$ cat src/rtl/axis_seq_gen_pkg.sv
// Shared constants for the AXI-Stream sequence generator: mode encodings,
// FSM states and default parameter values.
package axis_seq_gen_pkg;

  parameter int unsigned DefaultDataSize = 32;
  parameter int unsigned DefaultLenWidth = 16;

  // cfg_mode encodings; ModeRsvd behaves like ModeConst
  parameter logic [1:0] ModeGeom  = 2'b00;
  parameter logic [1:0] ModeArith = 2'b01;
  parameter logic [1:0] ModeConst = 2'b10;
  parameter logic [1:0] ModeRsvd  = 2'b11;

  typedef enum logic [0:0] {
    StIdle,
    StStream
  } state_e;

endpackage

$ cat src/rtl/seq_gen_next_value.sv
// Combinational next-value generator: x*step, x+step or x, with a
// full-precision overflow indication.
module seq_gen_next_value
  import axis_seq_gen_pkg::*;
#(
  parameter int unsigned DATA_SIZE = DefaultDataSize
) (
  input  logic [1:0]           mode_i,
  input  logic [DATA_SIZE-1:0] x_i,
  input  logic [DATA_SIZE-1:0] step_i,
  output logic [DATA_SIZE-1:0] next_o,
  output logic                 ovf_o
);

  logic [2*DATA_SIZE-1:0] prod;
  logic [DATA_SIZE:0]     sum;

  assign prod = {{DATA_SIZE{1'b0}}, x_i} * {{DATA_SIZE{1'b0}}, step_i};
  assign sum  = {1'b0, x_i} + {1'b0, step_i};

  always_comb begin
    next_o = x_i;
    ovf_o  = 1'b0;
    case (mode_i)
      ModeGeom: begin
        next_o = prod[DATA_SIZE-1:0];
        ovf_o  = |prod[2*DATA_SIZE-1:DATA_SIZE];
      end
      ModeArith: begin
        next_o = sum[DATA_SIZE-1:0];
        ovf_o  = sum[DATA_SIZE];
      end
      default: begin
        next_o = x_i;
        ovf_o  = 1'b0;
      end
    endcase
  end

endmodule

$ cat src/rtl/axis_seq_gen.sv
// AXI-Stream master emitting packets of geometric, arithmetic or constant
// sequences; config is latched once per packet.
module axis_seq_gen
  import axis_seq_gen_pkg::*;
#(
  parameter int unsigned DATA_SIZE = DefaultDataSize,
  parameter int unsigned LEN_WIDTH = DefaultLenWidth
) (
  input  logic                   m00_axis_aclk,
  input  logic                   m00_axis_areset,
  input  logic                   m00_axis_enable,
  input  logic [1:0]             cfg_mode,
  input  logic [DATA_SIZE-1:0]   cfg_seed,
  input  logic [DATA_SIZE-1:0]   cfg_step,
  input  logic [LEN_WIDTH-1:0]   cfg_pkt_len,
  input  logic                   m00_axis_tready,
  output logic [DATA_SIZE-1:0]   m00_axis_tdata,
  output logic [DATA_SIZE/8-1:0] m00_axis_tstrb,
  output logic                   m00_axis_tvalid,
  output logic                   m00_axis_tlast,
  output logic                   ovf_flag,
  output logic                   busy
);

  state_e                 state_q, state_d;
  logic [1:0]             mode_q, mode_d;
  logic [DATA_SIZE-1:0]   step_q, step_d;
  logic [DATA_SIZE-1:0]   tdata_q, tdata_d;
  logic [LEN_WIDTH-1:0]   last_idx_q, last_idx_d;
  logic [LEN_WIDTH-1:0]   cnt_q, cnt_d;
  logic                   ovf_q, ovf_d;

  logic [DATA_SIZE-1:0]   next_val;
  logic                   next_ovf;
  logic                   valid;
  logic                   is_last;
  logic                   handshake;
  logic                   load;
  logic                   advance;

  seq_gen_next_value #(
    .DATA_SIZE(DATA_SIZE)
  ) u_next_value (
    .mode_i(mode_q),
    .x_i   (tdata_q),
    .step_i(step_q),
    .next_o(next_val),
    .ovf_o (next_ovf)
  );

  assign valid     = (state_q == StStream);
  assign is_last   = (cnt_q == last_idx_q);
  assign handshake = valid & m00_axis_tready;

  always_comb begin
    state_d    = state_q;
    mode_d     = mode_q;
    step_d     = step_q;
    tdata_d    = tdata_q;
    last_idx_d = last_idx_q;
    cnt_d      = cnt_q;
    ovf_d      = ovf_q;
    load       = 1'b0;
    advance    = 1'b0;

    unique case (state_q)
      StIdle: begin
        load = m00_axis_enable;
      end
      StStream: begin
        if (handshake) begin
          if (!is_last) begin
            advance = 1'b1;
          end else if (m00_axis_enable) begin
            load = 1'b1;
          end else begin
            state_d = StIdle;
            cnt_d   = '0;
          end
        end
      end
      default: state_d = StIdle;
    endcase

    if (load) begin
      state_d    = StStream;
      mode_d     = cfg_mode;
      step_d     = cfg_step;
      tdata_d    = cfg_seed;
      cnt_d      = '0;
      ovf_d      = 1'b0;
      // A zero length is a single-beat packet
      last_idx_d = (cfg_pkt_len == '0) ? '0 : cfg_pkt_len - LEN_WIDTH'(1);
    end

    if (advance) begin
      tdata_d = next_val;
      cnt_d   = cnt_q + LEN_WIDTH'(1);
      ovf_d   = ovf_q | next_ovf;
    end
  end

  always_ff @(posedge m00_axis_aclk) begin
    if (m00_axis_areset) begin
      state_q    <= StIdle;
      mode_q     <= ModeGeom;
      step_q     <= '0;
      tdata_q    <= '0;
      last_idx_q <= '0;
      cnt_q      <= '0;
      ovf_q      <= 1'b0;
    end else begin
      state_q    <= state_d;
      mode_q     <= mode_d;
      step_q     <= step_d;
      tdata_q    <= tdata_d;
      last_idx_q <= last_idx_d;
      cnt_q      <= cnt_d;
      ovf_q      <= ovf_d;
    end
  end

  assign m00_axis_tdata  = tdata_q;
  assign m00_axis_tstrb  = '1;
  assign m00_axis_tvalid = valid;
  assign m00_axis_tlast  = valid & is_last;
  assign ovf_flag        = ovf_q;
  assign busy            = (state_q != StIdle);

endmodule

$ cat config.mk
export PLATFORM = sky130hd
export DESIGN_NAME = axis_seq_gen
export DESIGN_NICKNAME = d
export VERILOG_FILES = /design/src/rtl/axis_seq_gen_pkg.sv /design/src/rtl/seq_gen_next_value.sv /design/src/rtl/axis_seq_gen.sv
export SDC_FILE = /design/constraint.sdc
export NUM_CORES = 2
export LEC_CHECK = 0
export BUFFER_PORTS_ARGS = -buffer_cell sky130_fd_sc_hd__buf_2
export CORE_ASPECT_RATIO = 1.75
export CORE_MARGIN = 4
export CORE_UTILIZATION = 40
export DETAILED_ROUTE_END_ITERATION = 12
export GPL_ROUTABILITY_DRIVEN = 0
export PLACE_DENSITY = 0.6
export SYNTH_ARGS = -nofsm -noshare
export SYNTH_HDL_FRONTEND = slang
export SYNTH_SLANG_ARGS = --single-unit
$ cat constraint.sdc
create_clock -name m00_axis_aclk -period 9.99 [get_ports m00_axis_aclk]
set_clock_uncertainty 0.05 [all_clocks]
set_input_delay 0.4995 -clock m00_axis_aclk [delete_from_list [all_inputs] [get_ports m00_axis_aclk]]
set_output_delay 0.4995 -clock m00_axis_aclk [all_outputs]
set_load 0.03 [all_outputs]
==> metrics.md <==
| Metric | Value |
|---|---|
| Max stage delay on crit path | `about 0.75 ns` |
| # IOs | `126` |
| Setup violators final | `0` |
| Max-Cap Viols | `0` |
| Largest cells by area after synthesis | `fa_1, and2_1, ha_1` |
| Hold Crit Depth | `3` |
| Routed vias | `about 32,000` |
| Via density | `5.47` |
| Clk_lat worst skew | `0.38 ns` |
| Crit path kind | `register to register` |
| Post-synth top cells | `fa_1, inv_1, nand2_1, and2_1, ha_1` |
| Most common cell in the netlist | `fa_1` |
| Finished Core Util | `0.426` |
| Reg2reg start | `m00_axis_tdata[11]` |
| Peak VDD IR | `0.0899 mV` |
| Share of cells above drive strength 1 | `0.0578` |
| Crit. End Element | `register` |
| Worst-case reg-to-reg path depth | `24` |
| Post-DRT Antenna Nets | `0` |
| Routed wire length | `roughly 130,000 um` |
| TritonRoute pass-1 iters | `6` |
| Dpl hpwl | `108,000 um` |
| Worst-margin pin slew | `1.23 ns` |
| CTS resizes | `0` |
| Layout area overhead | `5.83%` |
| Initial antenna violation count | `5` |
| Reg-to-reg endpoint | `ovf_flag` |
| Final nets | `roughly 5,700` |
| Pleak | `0.0181 uW` |
| Die area | `104,000 um^2` |
| Chip height | `about 420 um` |
| CP most frequent cell | `fa_1` |
| Hold EP | `mode_q[0]` |
| Largest net degree at the start of global routing | `63` |
| Critical-path cell list | `buf_4, ha_1, fa_1, fa_1, inv_1, fa_1, fa_1, inv_1, fa_1, fa_1, fa_1, fa_1, ha_1, nand2_1, nor3_1, o211ai_1, o21ai_0, o21ai_0, and3_1, or4_1, nor4_1, nand4_1, nor4_1, a31oi_1` |
| Syn avg cell area | `8.80 um^2` |
| Yosys top cell by area | `fa_1` |
| Die X | `~250 um` |
| Unrepaired setup endpoints after global routing | `false` |
| Grt ovf | `0` |
| CP top delay family | `adder cells` |
| Buffers on Ports | `121` |
| CTS clock-pin slew for the worst setup and hold paths | `0.09 ns` |
| Ys async rst share | `0` |
| Crit start category | `register` |
| Post-Syn Instances | `around 4,500` |
| Critical Path AT | `9.39 ns` |
| Worst Setup SP | `m00_axis_tdata[11]` |
| Cell area power density | `between 80 and 90 nW/um^2` |
| CTS max path bufs | `2` |
| Switching share of total power | `0.571` |
| Hold Worst Slack | `0.307 ns` |
| Post CTS Setup Buffer Count | `0` |
| # rows | `152` |
| Post-route DRC | `0` |
| Vias in the first global route | `between 30,000 and 40,000` |
| P_sw | `2050 uW` |
| Total track usage | `0.254` |
| Slowest CP cell | `dfxtp_1` |
| Final setup TNS | `0 ns` |
| CORE AREA | `around 100,000 um^2` |
| Area fraction of the dominant cell type after synthesis | `0.456` |
| WP buf/inv | `3` |
| Netlist cell types | `70` |
| P_int | `1540 uW` |
| Final Hold Fails | `0` |
| Worst setup margin | `0.807 ns` |
| Synth Flop Type | `dfxtp_1` |
| CTS tree | `done` |
| H-tree depth | `3` |
| Sequential share of the synthesized area | `0.0508` |
| FMAX | `approximately 110 MHz` |
| Starting density of the core | `0.402` |
| Worst Hold Class | `input port to register` |
| Worst R2R Setup Slack | `0.81 ns` |
| Syn. warnings | `0` |
| Seq pwr share | `0.139` |
| #FFs+latches synth | `100` |
| Clock power frac | `0.103` |
| CP required | `10.20 ns` |
| Worst hold start | `cfg_mode[0]` |
| Run status | `completed` |
| EDFF count, synth | `0` |
| Final max-slew violation count | `0` |
| Slew headroom | `0.180` |
| Synth Cell Area | `39,400 um^2` |
| CP Max Fanout | `23` |
| Clk sinks | `100` |
| Comb power frac | `0.758` |
| Min Clock Period, post-route | `9.18 ns` |
| Fillcell total | `9,846` |
| 1st-iter DRT viols | `1,942` |
| Final worst-path cycle share | `0.919` |
| Total CTS buffers | `9` |
| Clk root buf | `clkbuf_16` |
| Global-route wire length before repair | `about 200,000 um` |
| Place WS | `between 0.8 and 0.9 ns` |
| Post-CTS Hold Fix Bufs | `0` |
| DR WL/cell | `22.7 um` |
[stage by stage]
step,cells,total power (uW),area (um^2)
6_report,5754,3590,41700
5_1_grt,5752,3820,41700
4_1_cts,5752,3570,41700
3_5_place_dp,5737,3180,41400
3_3_place_gp,5737,3180,41400
2_1_floorplan,4480,2190,39400
[registers in the layout (all words and copies together) (netlist names)]
signal	cells
step_q	32
last_idx_q	16
ovf_flag	1
m00_axis_tdata	32
cnt_q	16
mode_q	2
busy	1
[cell families after synthesis]
family          Yosys count  synth area share
simple gates           1512             0.192
fa+ha+maj              1194             0.550
buf+inv                1067             0.102
compound gates          478            0.0765
xor+xnor                112            0.0249
flops                   100            0.0508
mux                      13           0.00333
other cells               1         0.0000951
[cells in the final DEF, fill, tap and decap left out, drive strengths merged, types with 4 or more instances in the layout]
| cell type | n |
|---|---|
| fa | 897 |
| inv | 800 |
| nand2 | 604 |
| and2 | 603 |
| ha | 297 |
| buf | 218 |
| a21oi | 205 |
| nor2 | 121 |
| dfxtp | 100 |
| o21ai | 78 |
| xnor2 | 75 |
| nor3 | 43 |
| nand4 | 41 |
| xor2 | 37 |
| a21o | 32 |
| nand3 | 27 |
| a211oi | 23 |
| o211ai | 18 |
| o21a | 17 |
| a31oi | 16 |
| and3 | 13 |
| mux2i | 12 |
| o21bai | 12 |
| nor2b | 12 |
| o31ai | 11 |
| nand2b | 10 |
| or3 | 10 |
| clkbuf | 9 |
| or2 | 8 |
| a2111oi | 8 |
| nor4 | 7 |
| a221o | 6 |
| a221oi | 5 |
| a211o | 5 |
| a22oi | 5 |
| a311o | 4 |
| and4 | 4 |
| conb | 4 |
[power groups by stage]
stage | logic, uW | clock network [uW] | registers (uW)
after floorplan | 1690 | 0 | 498
after global placement | 2670 | 0 | 505
after detailed placement | 2680 | 0 | 505
after CTS | 2700 | 374 | 496
after global routing | 2940 | 384 | 502
final | 2720 | 369 | 499
[worst register-to-register path, delay by kind of cell (launching register included)]
kind	cells	cell delay, ns
compound gates	4	1.04
flops	1	0.75
simple gates	7	1.79
fa+ha+maj	10	4.80
buf+inv	3	0.61
[routing by layer]
metal / part of all wire / GRT usage / vias up / routed length (um)
li1: - / - / 13500 / -
met1: 0.33 / 0.259 / 16300 / 42900
met2: 0.53 / 0.476 / 1137 / 70000
met3: 0.039 / 0.0211 / 503 / 5080
met4: 0.098 / 0.191 / 4 / 12800
met5: 0.00021 / 0 / - / 27
[worst max path at each step]
stage | end | slack, ns | depth (start not counted)
floorplan | ovf_flag | 1.96 | 30
global placement | ovf_flag | 0.90 | 24
detailed placement | ovf_flag | 0.86 | 24
finish | ovf_flag | 0.81 | 24
global route | ovf_flag | 0.44 | 24
CTS | ovf_flag | 0.82 | 24
[layout make-up]
class                   count  area, um^2  share of cell area
multi-input cells        3313       33400               0.801
clock buffers               9         225             0.00540
clock inverters             6        46.3             0.00111
well taps                1309        1640              0.0393
flip-flops and latches    100        2000              0.0480
repair buffers            218        1390              0.0332
inverters                 797        2990              0.0717
diodes                      2        5.00            0.000120
(Power assumes the default switching activity.)
